File: config.mk
export PLATFORM = sky130hd
export DESIGN_NAME = wb_register_file_flat
export DESIGN_NICKNAME = d
export VERILOG_FILES = /design/src/rtl/wb_register_file_if.sv /design/src/rtl/wb_register_file.sv /design/src/flat_wrapper.sv
export SDC_FILE = /design/constraint.sdc
export NUM_CORES = 2
export LEC_CHECK = 0
export BUFFER_PORTS_ARGS = -buffer_cell sky130_fd_sc_hd__buf_2
export CORE_UTILIZATION = 50
export DETAILED_ROUTE_END_ITERATION = 8
export PLACE_DENSITY = 0.66
export SLEW_MARGIN = 20
export SYNTH_ARGS = -nofsm -noshare
export SYNTH_HDL_FRONTEND = slang
export SYNTH_SLANG_ARGS = --single-unit
File: constraint.sdc
create_clock -name i_clk -period 3.6 [get_ports i_clk]
set_clock_uncertainty 0.1 [all_clocks]
set_input_delay 0.54 -clock i_clk [delete_from_list [all_inputs] [get_ports i_clk]]
set_output_delay 0.54 -clock i_clk [all_outputs]
set_load 0.05 [all_outputs]
File: src/rtl/wb_register_file_if.sv
// Bus bundle between writeback/decode/debug and the register file.
// Latency: n/a (wires only). Backpressure: dump beats stall on i_dump_ready.
// Ports: write port (i_wr_*), read ports A/B (i_rd_addr_*, o_rd_data_*),
//        dump stream (i_dump_start, i_dump_ready, o_dump_*).
interface wb_register_file_if #(
  parameter int NB_DATA = 32,
  parameter int NB_ADDR = 5
);
  logic               i_wr_enable;
  logic [NB_ADDR-1:0] i_wr_addr;
  logic [NB_DATA-1:0] i_wr_data;
  logic [NB_ADDR-1:0] i_rd_addr_a;
  logic [NB_ADDR-1:0] i_rd_addr_b;
  logic [NB_DATA-1:0] o_rd_data_a;
  logic [NB_DATA-1:0] o_rd_data_b;
  logic               i_dump_start;
  logic               i_dump_ready;
  logic               o_dump_valid;
  logic [NB_ADDR-1:0] o_dump_addr;
  logic [NB_DATA-1:0] o_dump_data;
  logic               o_dump_busy;
  logic               o_dump_done;

  // Driver side: writeback, decode and debug unit.
  modport master (
    output i_wr_enable, i_wr_addr, i_wr_data,
    output i_rd_addr_a, i_rd_addr_b,
    input  o_rd_data_a, o_rd_data_b,
    output i_dump_start, i_dump_ready,
    input  o_dump_valid, o_dump_addr, o_dump_data, o_dump_busy, o_dump_done
  );

  // Register file side.
  modport slave (
    input  i_wr_enable, i_wr_addr, i_wr_data,
    input  i_rd_addr_a, i_rd_addr_b,
    output o_rd_data_a, o_rd_data_b,
    input  i_dump_start, i_dump_ready,
    output o_dump_valid, o_dump_addr, o_dump_data, o_dump_busy, o_dump_done
  );
endinterface

File: src/rtl/wb_register_file.sv
// 32-entry GPR file with write-to-read bypass and a ready/valid register dump streamer.
// Latency: reads are combinational (0 cycles); writes land on the next edge; dump beat registered.
// Backpressure: dump beat holds addr/data stable until i_dump_ready; writes are never stalled.
// Ports: i_clk, i_reset (sync, active high); bus (slave modport of wb_register_file_if).
module wb_register_file #(
  parameter int NB_DATA = 32,
  parameter int NB_ADDR = 5,
  parameter int N_REGS  = 32
) (
  input  logic                i_clk,
  input  logic                i_reset,
  wb_register_file_if.slave   bus
);

  localparam logic [NB_ADDR-1:0] LAST_IDX = NB_ADDR'(N_REGS - 1);

  typedef enum logic [1:0] {
    ST_IDLE = 2'd0,
    ST_SEND = 2'd1,
    ST_DONE = 2'd2
  } state_t;

  logic [NB_DATA-1:0] regs [N_REGS];

  state_t             state_q, state_d;
  logic [NB_ADDR-1:0] dump_addr_q, dump_addr_d;
  logic [NB_DATA-1:0] dump_data_q, dump_data_d;
  logic [NB_ADDR-1:0] next_idx;
  logic               wr_hit_a, wr_hit_b;

  // ---------------------------------------------------------------
  // Register array. Register 0 is never written, so it stays 0.
  // ---------------------------------------------------------------
  always_ff @(posedge i_clk) begin
    if (i_reset) begin
      for (int i = 0; i < N_REGS; i++) begin
        regs[i] <= '0;
      end
    end else if (bus.i_wr_enable && (bus.i_wr_addr != '0)) begin
      regs[bus.i_wr_addr] <= bus.i_wr_data;
    end
  end

  // ---------------------------------------------------------------
  // Read ports: a write in flight this cycle is forwarded so decode
  // sees the value that will be in the array after the edge.
  // ---------------------------------------------------------------
  assign wr_hit_a = bus.i_wr_enable && (bus.i_wr_addr == bus.i_rd_addr_a);
  assign wr_hit_b = bus.i_wr_enable && (bus.i_wr_addr == bus.i_rd_addr_b);

  assign bus.o_rd_data_a = (bus.i_rd_addr_a == '0) ? '0 :
                           wr_hit_a ? bus.i_wr_data : regs[bus.i_rd_addr_a];
  assign bus.o_rd_data_b = (bus.i_rd_addr_b == '0) ? '0 :
                           wr_hit_b ? bus.i_wr_data : regs[bus.i_rd_addr_b];

  // ---------------------------------------------------------------
  // Dump sequencer. The beat index lives in dump_addr_q itself.
  // ---------------------------------------------------------------
  assign next_idx = dump_addr_q + 1'b1;

  always_ff @(posedge i_clk) begin
    if (i_reset) begin
      state_q     <= ST_IDLE;
      dump_addr_q <= '0;
      dump_data_q <= '0;
    end else begin
      state_q     <= state_d;
      dump_addr_q <= dump_addr_d;
      dump_data_q <= dump_data_d;
    end
  end

  always_comb begin
    state_d     = state_q;
    dump_addr_d = dump_addr_q;
    dump_data_d = dump_data_q;
    unique case (state_q)
      ST_IDLE: begin
        if (bus.i_dump_start) begin
          state_d     = ST_SEND;
          dump_addr_d = '0;
          dump_data_d = regs[0];
        end
      end
      ST_SEND: begin
        if (bus.i_dump_ready) begin
          if (dump_addr_q == LAST_IDX) begin
            state_d = ST_DONE;
          end else begin
            // Stored value only: a write on this same edge is not forwarded.
            dump_addr_d = next_idx;
            dump_data_d = regs[next_idx];
          end
        end
      end
      ST_DONE: begin
        state_d = ST_IDLE;
      end
      default: begin
        state_d = ST_IDLE;
      end
    endcase
  end

  assign bus.o_dump_valid = (state_q == ST_SEND);
  assign bus.o_dump_busy  = (state_q == ST_SEND) || (state_q == ST_DONE);
  assign bus.o_dump_done  = (state_q == ST_DONE);
  assign bus.o_dump_addr  = dump_addr_q;
  assign bus.o_dump_data  = dump_data_q;

endmodule

File: src/flat_wrapper.sv
// flat-port wrapper written by rule: the top's interface ports become plain ports
module wb_register_file_flat 
#(
  parameter int NB_DATA = 32,
  parameter int NB_ADDR = 5,
  parameter int N_REGS  = 32
)
  (i_clk, i_reset, bus_i_wr_enable, bus_i_wr_addr, bus_i_wr_data, bus_i_rd_addr_a, bus_i_rd_addr_b, bus_o_rd_data_a, bus_o_rd_data_b, bus_i_dump_start, bus_i_dump_ready, bus_o_dump_valid, bus_o_dump_addr, bus_o_dump_data, bus_o_dump_busy, bus_o_dump_done);
  wb_register_file_if #(.NB_DATA(NB_DATA), .NB_ADDR(NB_ADDR)) bus_i ();
  input  logic i_clk;
  input  logic i_reset;
  input wire logic [$bits(bus_i.i_wr_enable)-1:0] bus_i_wr_enable;
  input wire logic [$bits(bus_i.i_wr_addr)-1:0] bus_i_wr_addr;
  input wire logic [$bits(bus_i.i_wr_data)-1:0] bus_i_wr_data;
  input wire logic [$bits(bus_i.i_rd_addr_a)-1:0] bus_i_rd_addr_a;
  input wire logic [$bits(bus_i.i_rd_addr_b)-1:0] bus_i_rd_addr_b;
  output wire logic [$bits(bus_i.o_rd_data_a)-1:0] bus_o_rd_data_a;
  output wire logic [$bits(bus_i.o_rd_data_b)-1:0] bus_o_rd_data_b;
  input wire logic [$bits(bus_i.i_dump_start)-1:0] bus_i_dump_start;
  input wire logic [$bits(bus_i.i_dump_ready)-1:0] bus_i_dump_ready;
  output wire logic [$bits(bus_i.o_dump_valid)-1:0] bus_o_dump_valid;
  output wire logic [$bits(bus_i.o_dump_addr)-1:0] bus_o_dump_addr;
  output wire logic [$bits(bus_i.o_dump_data)-1:0] bus_o_dump_data;
  output wire logic [$bits(bus_i.o_dump_busy)-1:0] bus_o_dump_busy;
  output wire logic [$bits(bus_i.o_dump_done)-1:0] bus_o_dump_done;
  assign bus_i.i_wr_enable = bus_i_wr_enable;
  assign bus_i.i_wr_addr = bus_i_wr_addr;
  assign bus_i.i_wr_data = bus_i_wr_data;
  assign bus_i.i_rd_addr_a = bus_i_rd_addr_a;
  assign bus_i.i_rd_addr_b = bus_i_rd_addr_b;
  assign bus_o_rd_data_a = bus_i.o_rd_data_a;
  assign bus_o_rd_data_b = bus_i.o_rd_data_b;
  assign bus_i.i_dump_start = bus_i_dump_start;
  assign bus_i.i_dump_ready = bus_i_dump_ready;
  assign bus_o_dump_valid = bus_i.o_dump_valid;
  assign bus_o_dump_addr = bus_i.o_dump_addr;
  assign bus_o_dump_data = bus_i.o_dump_data;
  assign bus_o_dump_busy = bus_i.o_dump_busy;
  assign bus_o_dump_done = bus_i.o_dump_done;
  wb_register_file #(.NB_DATA(NB_DATA), .NB_ADDR(NB_ADDR), .N_REGS(N_REGS)) u_core (.i_clk(i_clk), .i_reset(i_reset), .bus(bus_i));
endmodule
; Word-level counts from Yosys, hierarchy flattened
; Memories as Yosys holds them, arrays and structs flattened.
; Cells that the tools add are included.
[totals]
reg_bits = 39
ramBits = 1024
in_bits = 52
output_inout_bits = 104
wordCells = 50
memories = 1
[classes]
n_addsub = 1
n_eq_ne = 9
muxes = 24
n_reduce_logical = 12
[mem_list]
columns = memory, depth, word_bits, read_ports, rd_ports_with_merged_regs, wr, line
row1 = u_core.regs, 32, 32, 4, 0, 32, wb_register_file.sv:23  ; logic [NB_DATA-1:0] regs [N_REGS];
[ops]
columns = operator, n
row1 = $mux W32, 8
row2 = $pmux W32 S2, 1
row3 = $reduce_or A32 Y1, 1
row4 = $mux W5, 4
row5 = $eq A5 B5 Y1, 2
row6 = $logic_not A5 Y1, 2
row7 = $pmux W5 S2, 1
row8 = $mux W1, 6
row9 = $mux W2, 3
row10 = $ne A2 B2 Y1 const B, 3
row11 = $add A5 B1 Y5 const B, 1
row12 = $eq A5 B5 Y1 const B, 1
row13 = $reduce_bool A5 Y1, 1
row14 = $pmux W2 S2, 1
row15 = $reduce_and A4 Y1, 1
row16 = $logic_and A1 B1 Y1, 3
row17 = $reduce_and A3 Y1, 1
row18 = $eq A2 B1 Y1 const B, 1
row19 = $eq A2 B2 Y1 const B, 1
row20 = $logic_not A2 Y1, 1
row21 = $ne A2 B1 Y1 const B, 1
row22 = $reduce_bool A2 Y1, 1
row23 = $logic_or A1 B1 Y1, 1

; Longest topological paths before layout
[depth]
depth_word = 7
depth_mapped = 11
depth_no_buf = 9

; Worst setup path before layout
; No wires, ideal clock.
[synth_timing]
path_type = in2out
start = input port bus_i_rd_addr_a[1]
end = output port bus_o_rd_data_a[30]
arrival_time_ps = 3323
required_time_ps = 2960
setup_slack_ps = -363
cell_stages = 7
n_path_buf = 3
path_cell_list = buf_2 buf_2 buf_1 mux4_2 mux2_2 nor3b_1 o41ai_1
[synth_via]
elab_chain_cells = 4
elab_cells_between_ends = 6
[synth_lines]
columns = item, line
row1 = from (decl), flat_wrapper.sv:15  ; input wire logic [$bits(bus_i.i_rd_addr_a)-1:0] bus_i_rd_addr_a;
row2 = branches (longest 3 deep; another with $mem_v2 Z32 W32), --
row3 = $mux W32 (*), wb_register_file.sv:51  ; assign bus.o_rd_data_a = (bus.i_rd_addr_a == '0) ? '0 :
row4 = to (decl), flat_wrapper.sv:17  ; output wire logic [$bits(bus_i.o_rd_data_a)-1:0] bus_o_rd_data_a;
; Every way passes the cells marked *.

==> flow_summary.ini <==
[run_status]
status = finished, violations left
violations = setup timing

[power_and_ir_drop]
pwr-share-seq = 0.433
powerDensity_nw_per_um2 = 468
p_switching_mw = 10.2
combPwrFrac = 0.211
ir_worst_vdd_mv = 0.395
power_leakage_nw = 25.1
cell_internal_pwr_mw = 24.4
pwr-share-clk = 0.356
p_total_mw = 34.5
swShare = 0.294

[cts]
clockBufferDepth = 3
clk_pin_slew_ns = 0.07
cts_max_level = 3
cts.sink_count = 1063
numCtsBuffers = 114
clock_latency_ns = 0.77
cts_tree = built
hold_buffers = 0
cts_root_buf = clkbuf_16

[worst_setup_path]
critPathArrivalTime_ns = 2.97
worstSetupPathType = register to output pin
critPathLaunchType = register
worstPathMaxFanout = 4
cp-end-kind = output pin
crit_required_ns = 2.96

[timing]
fin_crit_sh = 1.00
setup_viol = 1
hold_violations = 0
setup_tns_ns = -0.0111
max_freq_mhz = 277
finalMaxSlewViolations = 0
tightest_slew_ns = 1.28
slew_headroom = 0.150
final.min_clock_period_ns = 3.61
layout_setup_ws_ns = -0.0111
grt_setup_unrepaired = no

[synth]
yosys-top-cells-area = edfxtp_1, mux4_2, and2_1, nand2_1, clkbuf_1
synth_top_area_share = 0.476
yosys_warnings = 0
synth_area_um2 = 64600
synth_area_per_cell_um2 = 14.6
ys_async_sr_fraction = 0
synth_area_leader_cell = edfxtp_1
ys.flop_type = edfxtp_1
yosysSeqAreaShare = 0.488
synth-edff-count = 1024
ys_ff_latch = 1063
netlist_instances = 4436
yosysUniqueCellTypes = 45

[drt]
totalWireLength_um = 259000
route.detailed.drc = 0
post_drt_wl_per_cell_um = 40.9
first_pass_iters = 8
vias = 47063
vias_per_cell = 7.43
drt_iter0_markers = 9387
ant_nets = 0

[floorplanning]
io_pins = 156
chipWidth_um = 361
fp-row-count = 131
coreArea_um2 = 128000
initial_utilization = 0.505
dieArea_um2 = 131000
die_h_um = 361

[global_route]
overflow = 0
use_met1 = 0.509
grt_pass1_vias = 44952
grt_antenna_before_repair = 34
top_usage_layer = met2
use_met3 = 0.153
grt_first_pass_wirelength_um = 356000
grt_max_degree = 106
grt.total_usage = 0.397
grt_use_met2 = 0.570

[placed_design]
dp_hpwl_um = 148000
place_area_um2 = 69900
io_buffers = 155
gp_congestion = 0.912
post-place-cells = 6085

[layout]
fin_cells = 6336
syn_to_final_growth_pct = 14.3
drive_gt1_frac = 0.349
fin_nets = 4596
final_cell_mix = edfxtp_1, and2_1, mux4_2, nand2_1, buf_4
fillCellCount = 9749
stdcell_area_um2 = 73800
final_common_cell = edfxtp_1

[run]
drv_cap = 0

[hold_path]
hold_class = input pin to register
## worst max-delay path: stages (launching register included)
cell and delay [ns]:
edfxtp_1 0.42, mux4_2 0.46, nor2b_1 0.14, a211oi_1 0.24, a21oi_1 0.07, o211ai_1 0.50, nand2_1 0.11, buf_2 0.25
## flip-flops by register name, summed over array words and instances (netlist names)
register	cells
u_core.bus.o_dump_data	32
u_core.bus.o_dump_addr	5
u_core.regs	1024
u_core.state_q	2
## through the flow
| step | setup WS, ns | util | hold slack (ns) |
|---|---|---|---|
| detailed placement | -0.0967 | 0.546 | 0.387 |
| floorplan | 0.0254 | - | 0.367 |
| finish | -0.0111 | 0.578 | 0.0329 |
| CTS | 0.0151 | 0.577 | 0.0197 |
| global route | 0.00407 | 0.577 | 0.0508 |
| global placement | -0.0759 | 0.546 | 0.384 |
## path summary, 6_finish.rpt
kind                                            startpoint                         end  slack [ns]  cells after the start
worst max register to register   u_core.bus.o_dump_addr[0]  u_core.bus.o_dump_data[22]        0.40                      8
worst min register to register  u_core.bus.o_dump_data[29]  u_core.bus.o_dump_data[29]        0.40                      2
worst max-delay path                     u_core.regs[0][4]          bus_o_rd_data_b[4]       -0.01                      7
worst min-delay path                      bus_i_dump_ready           u_core.state_q[1]        0.03                      3
## metal layers
metal	wire length (um)	vias to the layer above
met5	115	-
met4	17800	16
met3	44700	1049
met2	112000	5014
met1	84400	23511
li1	-	17473
## power by group through the flow
| stage | Clock [mW] | Combinational [mW] | Sequential, mW |
|---|---|---|---|
| after global placement | 0 | 7.05 | 15.1 |
| final | 12.3 | 7.27 | 15.0 |
| after CTS | 12.2 | 7.10 | 14.9 |
| after detailed placement | 0 | 7.06 | 15.2 |
| after floorplan | 0 | 4.19 | 15.2 |
| after global routing | 12.7 | 7.41 | 15.0 |
## cell type report
class / count / area (um2) / area share
multi-input cells: 2909 / 31500 / 0.427
inverters: 4 / 15.0 / 0.000203
well taps: 1662 / 2080 / 0.0282
diodes: 34 / 85.1 / 0.00115
clock buffers: 141 / 3100 / 0.0420
clock inverters: 76 / 721 / 0.00976
flip-flops and latches: 1063 / 31500 / 0.427
repair buffers: 447 / 4800 / 0.0651
## cell usage after synthesis, drive strengths merged (9+ instances only)
master	n
a311oi	32
buf	183
a21oi	172
nor2	106
o31ai	31
mux2	63
clkbuf	308
o211ai	16
mux4	836
and2	993
dfxtp	39
nor2b	19
nand2	361
mux2i	48
nand3	9
o22ai	31
a22oi	31
xnor2	10
or2	32
nor3	36
a211oi	10
edfxtp	1024
## repair_timing
action	in CTS	in global routing
pin swaps	0	4
setup endpoints to repair	4	6
hold endpoints to repair	0	0
buffers inserted	0	0
gates resized for setup	6	10
gates cloned	0	0
## kinds of logic after synthesis
group,count (synthesis),share of synthesized area
AND/OR/NAND/NOR,1578,0.134
multiplexers,947,0.310
other,1,0.0000581
buffers and inverters,495,0.0327
XOR/XNOR,14,0.00190
AO/OA/AOI/OAI,333,0.0321
flip-flops,1063,0.488
adder cells (fa/ha/maj),5,0.000969
No activity file was read; power rests on OpenSTA's default activity.
